**src/rtl/fetch_stage_if.sv**
```systemverilog
// fetch_stage_if: single-outstanding instruction-memory request/response bus
interface fetch_stage_if;
  logic        req;
  logic [31:0] addr;
  logic        ready;
  logic        rvalid;
  logic [31:0] rdata;
  modport master(output req, addr, input ready, rvalid, rdata);
  modport slave(input req, addr, output ready, rvalid, rdata);
endinterface

```
**src/rtl/fetch_stage.sv**
```systemverilog
// fetch_stage: PC owner, single-outstanding imem fetch and IF/ID register with hold buffer
module fetch_stage #(
  parameter logic [31:0] RESET_PC = 32'h0000_3000
) (
  input  logic               clk,
  input  logic               rst,
  input  logic               stallF,
  input  logic               stallD,
  input  logic               flushD,
  input  logic               redirect,
  input  logic [31:0]        npc,
  fetch_stage_if.master      imem,
  output logic [31:0]        pcF,
  output logic [31:0]        instrD,
  output logic [31:0]        pcD,
  output logic               validD
);
  typedef enum logic [1:0] {ISSUE, WAIT, HOLD} fetchState;
  fetchState   state;
  logic [31:0] issuedPc;
  logic [31:0] holdInstr;
  logic [31:0] holdPc;
  logic        kill;
  logic        accept;
  logic        loadMem;
  logic        loadHold;
  assign imem.req  = state == ISSUE && !stallF;
  assign imem.addr = pcF;
  assign accept    = imem.req && imem.ready;
  // a redirect in the response cycle makes that word wrong-path as well
  assign loadMem   = state == WAIT && imem.rvalid && !kill && !redirect;
  assign loadHold  = state == HOLD && !redirect;
  always_ff @(posedge clk or negedge rst)
    if (!rst) begin
      state     <= ISSUE;
      pcF       <= RESET_PC;
      issuedPc  <= '0;
      kill      <= 1'b0;
      holdInstr <= '0;
      holdPc    <= '0;
      instrD    <= '0;
      pcD       <= '0;
      validD    <= 1'b0;
    end else begin
      pcF <= redirect ? npc : accept ? pcF + 32'd4 : pcF;
      case (state)
        ISSUE: if (accept) begin
          issuedPc <= pcF;
          kill     <= redirect;
          state    <= WAIT;
        end
        WAIT: if (imem.rvalid) begin
          kill <= 1'b0;
          if (loadMem && stallD) begin
            holdInstr <= imem.rdata;
            holdPc    <= issuedPc + 32'd4;
            state     <= HOLD;
          end else state <= ISSUE;
        end else if (redirect) kill <= 1'b1;
        HOLD: if (redirect || flushD || !stallD) state <= ISSUE;
        default: state <= ISSUE;
      endcase
      if (flushD) begin
        instrD <= '0;
        validD <= 1'b0;
      end else if (!stallD) begin
        instrD <= loadMem ? imem.rdata : loadHold ? holdInstr : '0;
        pcD    <= loadMem ? issuedPc + 32'd4 : loadHold ? holdPc : pcD;
        validD <= loadMem || loadHold;
      end
    end
endmodule

```
**src/flat_wrapper.sv**
```systemverilog
// flat-port wrapper written by rule: the top's interface ports become plain ports
module fetch_stage_flat 
#(
  parameter logic [31:0] RESET_PC = 32'h0000_3000
)
  (clk, rst, stallF, stallD, flushD, redirect, npc, pcF, instrD, pcD, validD, imem_req, imem_addr, imem_ready, imem_rvalid, imem_rdata);
  fetch_stage_if imem_i ();
  input  logic clk;
  input  logic rst;
  input  logic stallF;
  input  logic stallD;
  input  logic flushD;
  input  logic redirect;
  input  logic [31:0] npc;
  output logic [31:0] pcF;
  output logic [31:0] instrD;
  output logic [31:0] pcD;
  output logic validD;
  output wire logic [$bits(imem_i.req)-1:0] imem_req;
  output wire logic [$bits(imem_i.addr)-1:0] imem_addr;
  input wire logic [$bits(imem_i.ready)-1:0] imem_ready;
  input wire logic [$bits(imem_i.rvalid)-1:0] imem_rvalid;
  input wire logic [$bits(imem_i.rdata)-1:0] imem_rdata;
  assign imem_req = imem_i.req;
  assign imem_addr = imem_i.addr;
  assign imem_i.ready = imem_ready;
  assign imem_i.rvalid = imem_rvalid;
  assign imem_i.rdata = imem_rdata;
  fetch_stage #(.RESET_PC(RESET_PC)) u_core (.clk(clk), .rst(rst), .stallF(stallF), .stallD(stallD), .flushD(flushD), .redirect(redirect), .npc(npc), .imem(imem_i), .pcF(pcF), .instrD(instrD), .pcD(pcD), .validD(validD));
endmodule
```
**config.mk**
```make
export PLATFORM = sky130hd
export DESIGN_NAME = fetch_stage_flat
export DESIGN_NICKNAME = d
export VERILOG_FILES = /design/src/rtl/fetch_stage_if.sv /design/src/rtl/fetch_stage.sv /design/src/flat_wrapper.sv
export SDC_FILE = /design/constraint.sdc
export NUM_CORES = 1
export LEC_CHECK = 0
export BUFFER_PORTS_ARGS = -buffer_cell sky130_fd_sc_hd__buf_2
export CAP_MARGIN = 30
export CORE_ASPECT_RATIO = 0.9
export CORE_MARGIN = 2
export CORE_UTILIZATION = 40
export DETAILED_ROUTE_END_ITERATION = 12
export GPL_ROUTABILITY_DRIVEN = 0
export GPL_TIMING_DRIVEN = 0
export MAX_ROUTING_LAYER = met4
export PLACE_DENSITY = 0.63
export SLEW_MARGIN = 20
export SYNTH_ARGS = -nofsm -noshare
export SYNTH_HDL_FRONTEND = slang
export SYNTH_SLANG_ARGS = --single-unit
```
**constraint.sdc**
```tcl
create_clock -name clk -period 2.35 [get_ports clk]
set_clock_uncertainty 0.2 [all_clocks]
set_input_delay 0.235 -clock clk [delete_from_list [all_inputs] [get_ports clk]]
set_output_delay 0.235 -clock clk [all_outputs]
set_load 0.05 [all_outputs]
```
==> results by group <==
Global routing
  • GRT Overall Usage: 22.06%
  • Initial antenna violation count: 0
  • First-pass GRT wire length: ~42000 µm
  • Largest net degree at the start of global routing: 98
  • GRT overflow: 0
  • Vias in the first global route: 7708

Placed design
  • IO Port Bufs: 200
  • Placed Area: approximately 0.011 mm²
  • DP Cell Count: around 1500
  • HPWL Detailed: 18670 µm
  • Pre-CTS setup slack: -0.05459 ns

Floorplan
  • Placement row count: 53
  • Core ar.: 0.02321 mm²
  • I/O pins: 202
  • Starting Density: 40.53%
  • Die H: 149.5 µm
  • Die ar.: 0.02476 mm²
  • Die width: between 150 and 200 µm

Yosys
  • Post-synth EDFFs: 0
  • Syn nets: between 1000 and 1500
  • Most area-hungry cell type in the Yosys netlist: dfrtp_1
  • Post-synth top cells: dfrtp_1 (194), nand2_1 (181), o21ai_0 (73)
  • Top_reg_cell synth: dfrtp_1
  • Post-synth design cell area: approximately 0.0094 mm²
  • Yosys top cell area share: 51.60%
  • Synth warn: 0
  • Seq/Total Area, Yosys: 52.16%
  • Synth top area cells: dfrtp_1 (52%), nand2_1 (7.2%), mux2_2 (4.9%)
  • Most frequent cell after synthesis: dfrtp_1
  • Netlist cell types: 55
  • Post-synth ARST share: 100.0%
  • Avg Cell Area, Syn: 9.924 µm²
  • Yosys reg bits: between 150 and 200
  • Syn Inst Count: 948

Route
  • Met3 wire length: roughly 1100 µm
  • Highest metal used: met4
  • First-pass DRT Iterations: 7
  • DR DRC count: 0
  • Total wire length: 25990 µm
  • ANT nets after route: 0
  • Routed len/inst: 16.77 µm
  • DR iter-0 viols: 604
  • WL met2: 12020 µm
  • Via Count: 7924
  • Met1 wire length: 12450 µm
  • Vias per Instance: approximately 5.1

Timing
  • Max Transition Viols Final: 0
  • Slew Limit Headroom: slightly above 50%
  • Max Fclk: 438.4 MHz
  • Worst Hold Margin: 0.01684 ns
  • Post-route clock period utilization: 97.06%
  • Final Hold Vio Count: 0
  • Worst slew pin tran: 0.7347 ns
  • Setup violators final: 0
  • RSZ-0062 raised after global routing: yes
  • Fin worst setup slack: between 0.06 and 0.07 ns
  • Final min period: 2.281 ns

Final layout
  • Final nets: 1309
  • Antenna cells: 0
  • Cell Count, Final, Fillers Out: 1550
  • Final instance area: 0.01217 mm²
  • P&R area growth vs syn: 29.31%
  • Layout cells sized above 1: 28.53%
  • Number of fill cells: 2187

Setup path
  • Startpoint types: flop
  • WS Path Type: flop to flop
  • WP data arrival: between 2 and 2.5 ns
  • FF-to-FF path depth: 7
  • CP Data Required Time: 2.45 ns
  • Crit path capture type: flop
  • Max FO, Critical Path: 10

Pwr
  • Worst VDD drop: 385.5 µV
  • PD cells: 902.3 mW/mm²
  • LEAKAGE: 5.799 nW

CTS
  • Worst-Skew Late Latency: between 0.4 and 0.5 ns
  • H-Tree Depth: 4
  • Setup Fix Bufs, Post-CTS: 0
  • Number of CTS-inserted buffers: 17
  • CTS tree: done
  • Clock tree buffer depth: 2
  • Clk slew on worst S/H paths: around 0.080 ns
  • Clock sinks: about 200
  • Clock root cell: clkbuf_16

Min path
  • Hold Crit Depth: 3
  • Worst hold path type: primary input to flop

Outcome
  • Status: finished clean

Job
  • # Max-Cap Violations: 0
## repair_timing
item / in CTS / in global routing
hold buffers: 66 / 0
endpoints found under the setup margin: 15 / 29
endpoints found under the hold margin: 197 / 0
gates resized for setup: 1 / 10
## path summary, 6_finish.rpt
kind	startpoint	to	slack (ns)
min reg2reg	u_core.pcD[10]	u_core.pcD[10]	0.28
max	u_core.state[1]	u_core.pcD[25]	0.07
max in group asynchronous	rst	u_core.instrD[5]	0.78
min	redirect	u_core.imem.addr[22]	0.02
min in group asynchronous	rst	u_core.imem.addr[14]	0.03
max reg2reg	u_core.state[1]	u_core.pcD[25]	0.07
## flip-flops by register name (all words and copies together) (netlist names)
| name | flops |
|---|---|
| u_core.state | 2 |
| u_core.instrD | 32 |
| u_core.pcD | 32 |
| u_core.imem.addr | 32 |
| u_core.kill | 1 |
| u_core.holdInstr | 32 |
| u_core.validD | 1 |
| u_core.issuedPc | 32 |
| u_core.holdPc | 32 |
## area by class of cell
class | count | area [µm²] | share of cell area, %
plain buffers | 93 | 545.5 | 4.484
multi-input cells | 653 | 3954 | 32.50
well taps | 302 | 377.9 | 3.106
inverters | 6 | 22.52 | 0.1851
clock buffers | 17 | 425.4 | 3.497
clock inverters | 15 | 206.4 | 1.697
repair buffers | 268 | 1727 | 14.19
flip-flops and latches | 196 | 4907 | 40.34
## per-stage QoR
stage	total power (W)	utilization (%)	setup TNS [ns]
after global routing	0.01158	52.42	-0.06155
final	0.01098	52.42	0
after global placement	0.007834	46.50	-491.49
after floorplan	0.006975	-	0
after detailed placement	0.007916	46.78	-0.1235
after CTS	0.01106	52.36	0
## report_power, final
| group | total (W) | internal, W | switching [W] |
|---|---|---|---|
| registers | 0.00485 | 0.00421 | 0.000639 |
| logic | 0.00309 | 0.00103 | 0.00205 |
| clock network | 0.00304 | 0.00147 | 0.00157 |
## logic make-up after synthesis
kind of cell	synth area share, %
simple gates	20.42
flops	52.16
compound gates	11.04
buf+inv	5.958
xor+xnor	4.934
mux	5.227
fa+ha+maj	0.2660
## critical path, stage by stage (launching register included)
cell	delay [ns]
dfrtp_1	0.51
and4bb_2	0.47
and2_1	0.15
buf_4	0.17
buf_2	0.28
o21ai_0	0.13
o21ai_0	0.12
o41ai_2	0.11
## cell usage in the layout, fill, tap and decap left out, drive strengths merged, types with 16 or more instances in the layout
cell type / n
o21ai: 79
nand3: 33
nor2b: 35
a221oi: 32
clkbuf: 52
nand2: 182
and3: 16
a21oi: 21
mux2: 41
nand4: 25
xor2: 38
buf: 260
dlygate4sd3: 66
nor3: 44
dfrtp: 194
nor2: 28
## layer usage
layer / GRT usage (%) / up-vias
li1: - / 3865
met3: 3.253 / 31
met2: 33.94 / 223
met1: 30.70 / 3805
met4: 6.217 / 0
met5: - / -
Note: power is estimated with default switching activity, not from simulation.
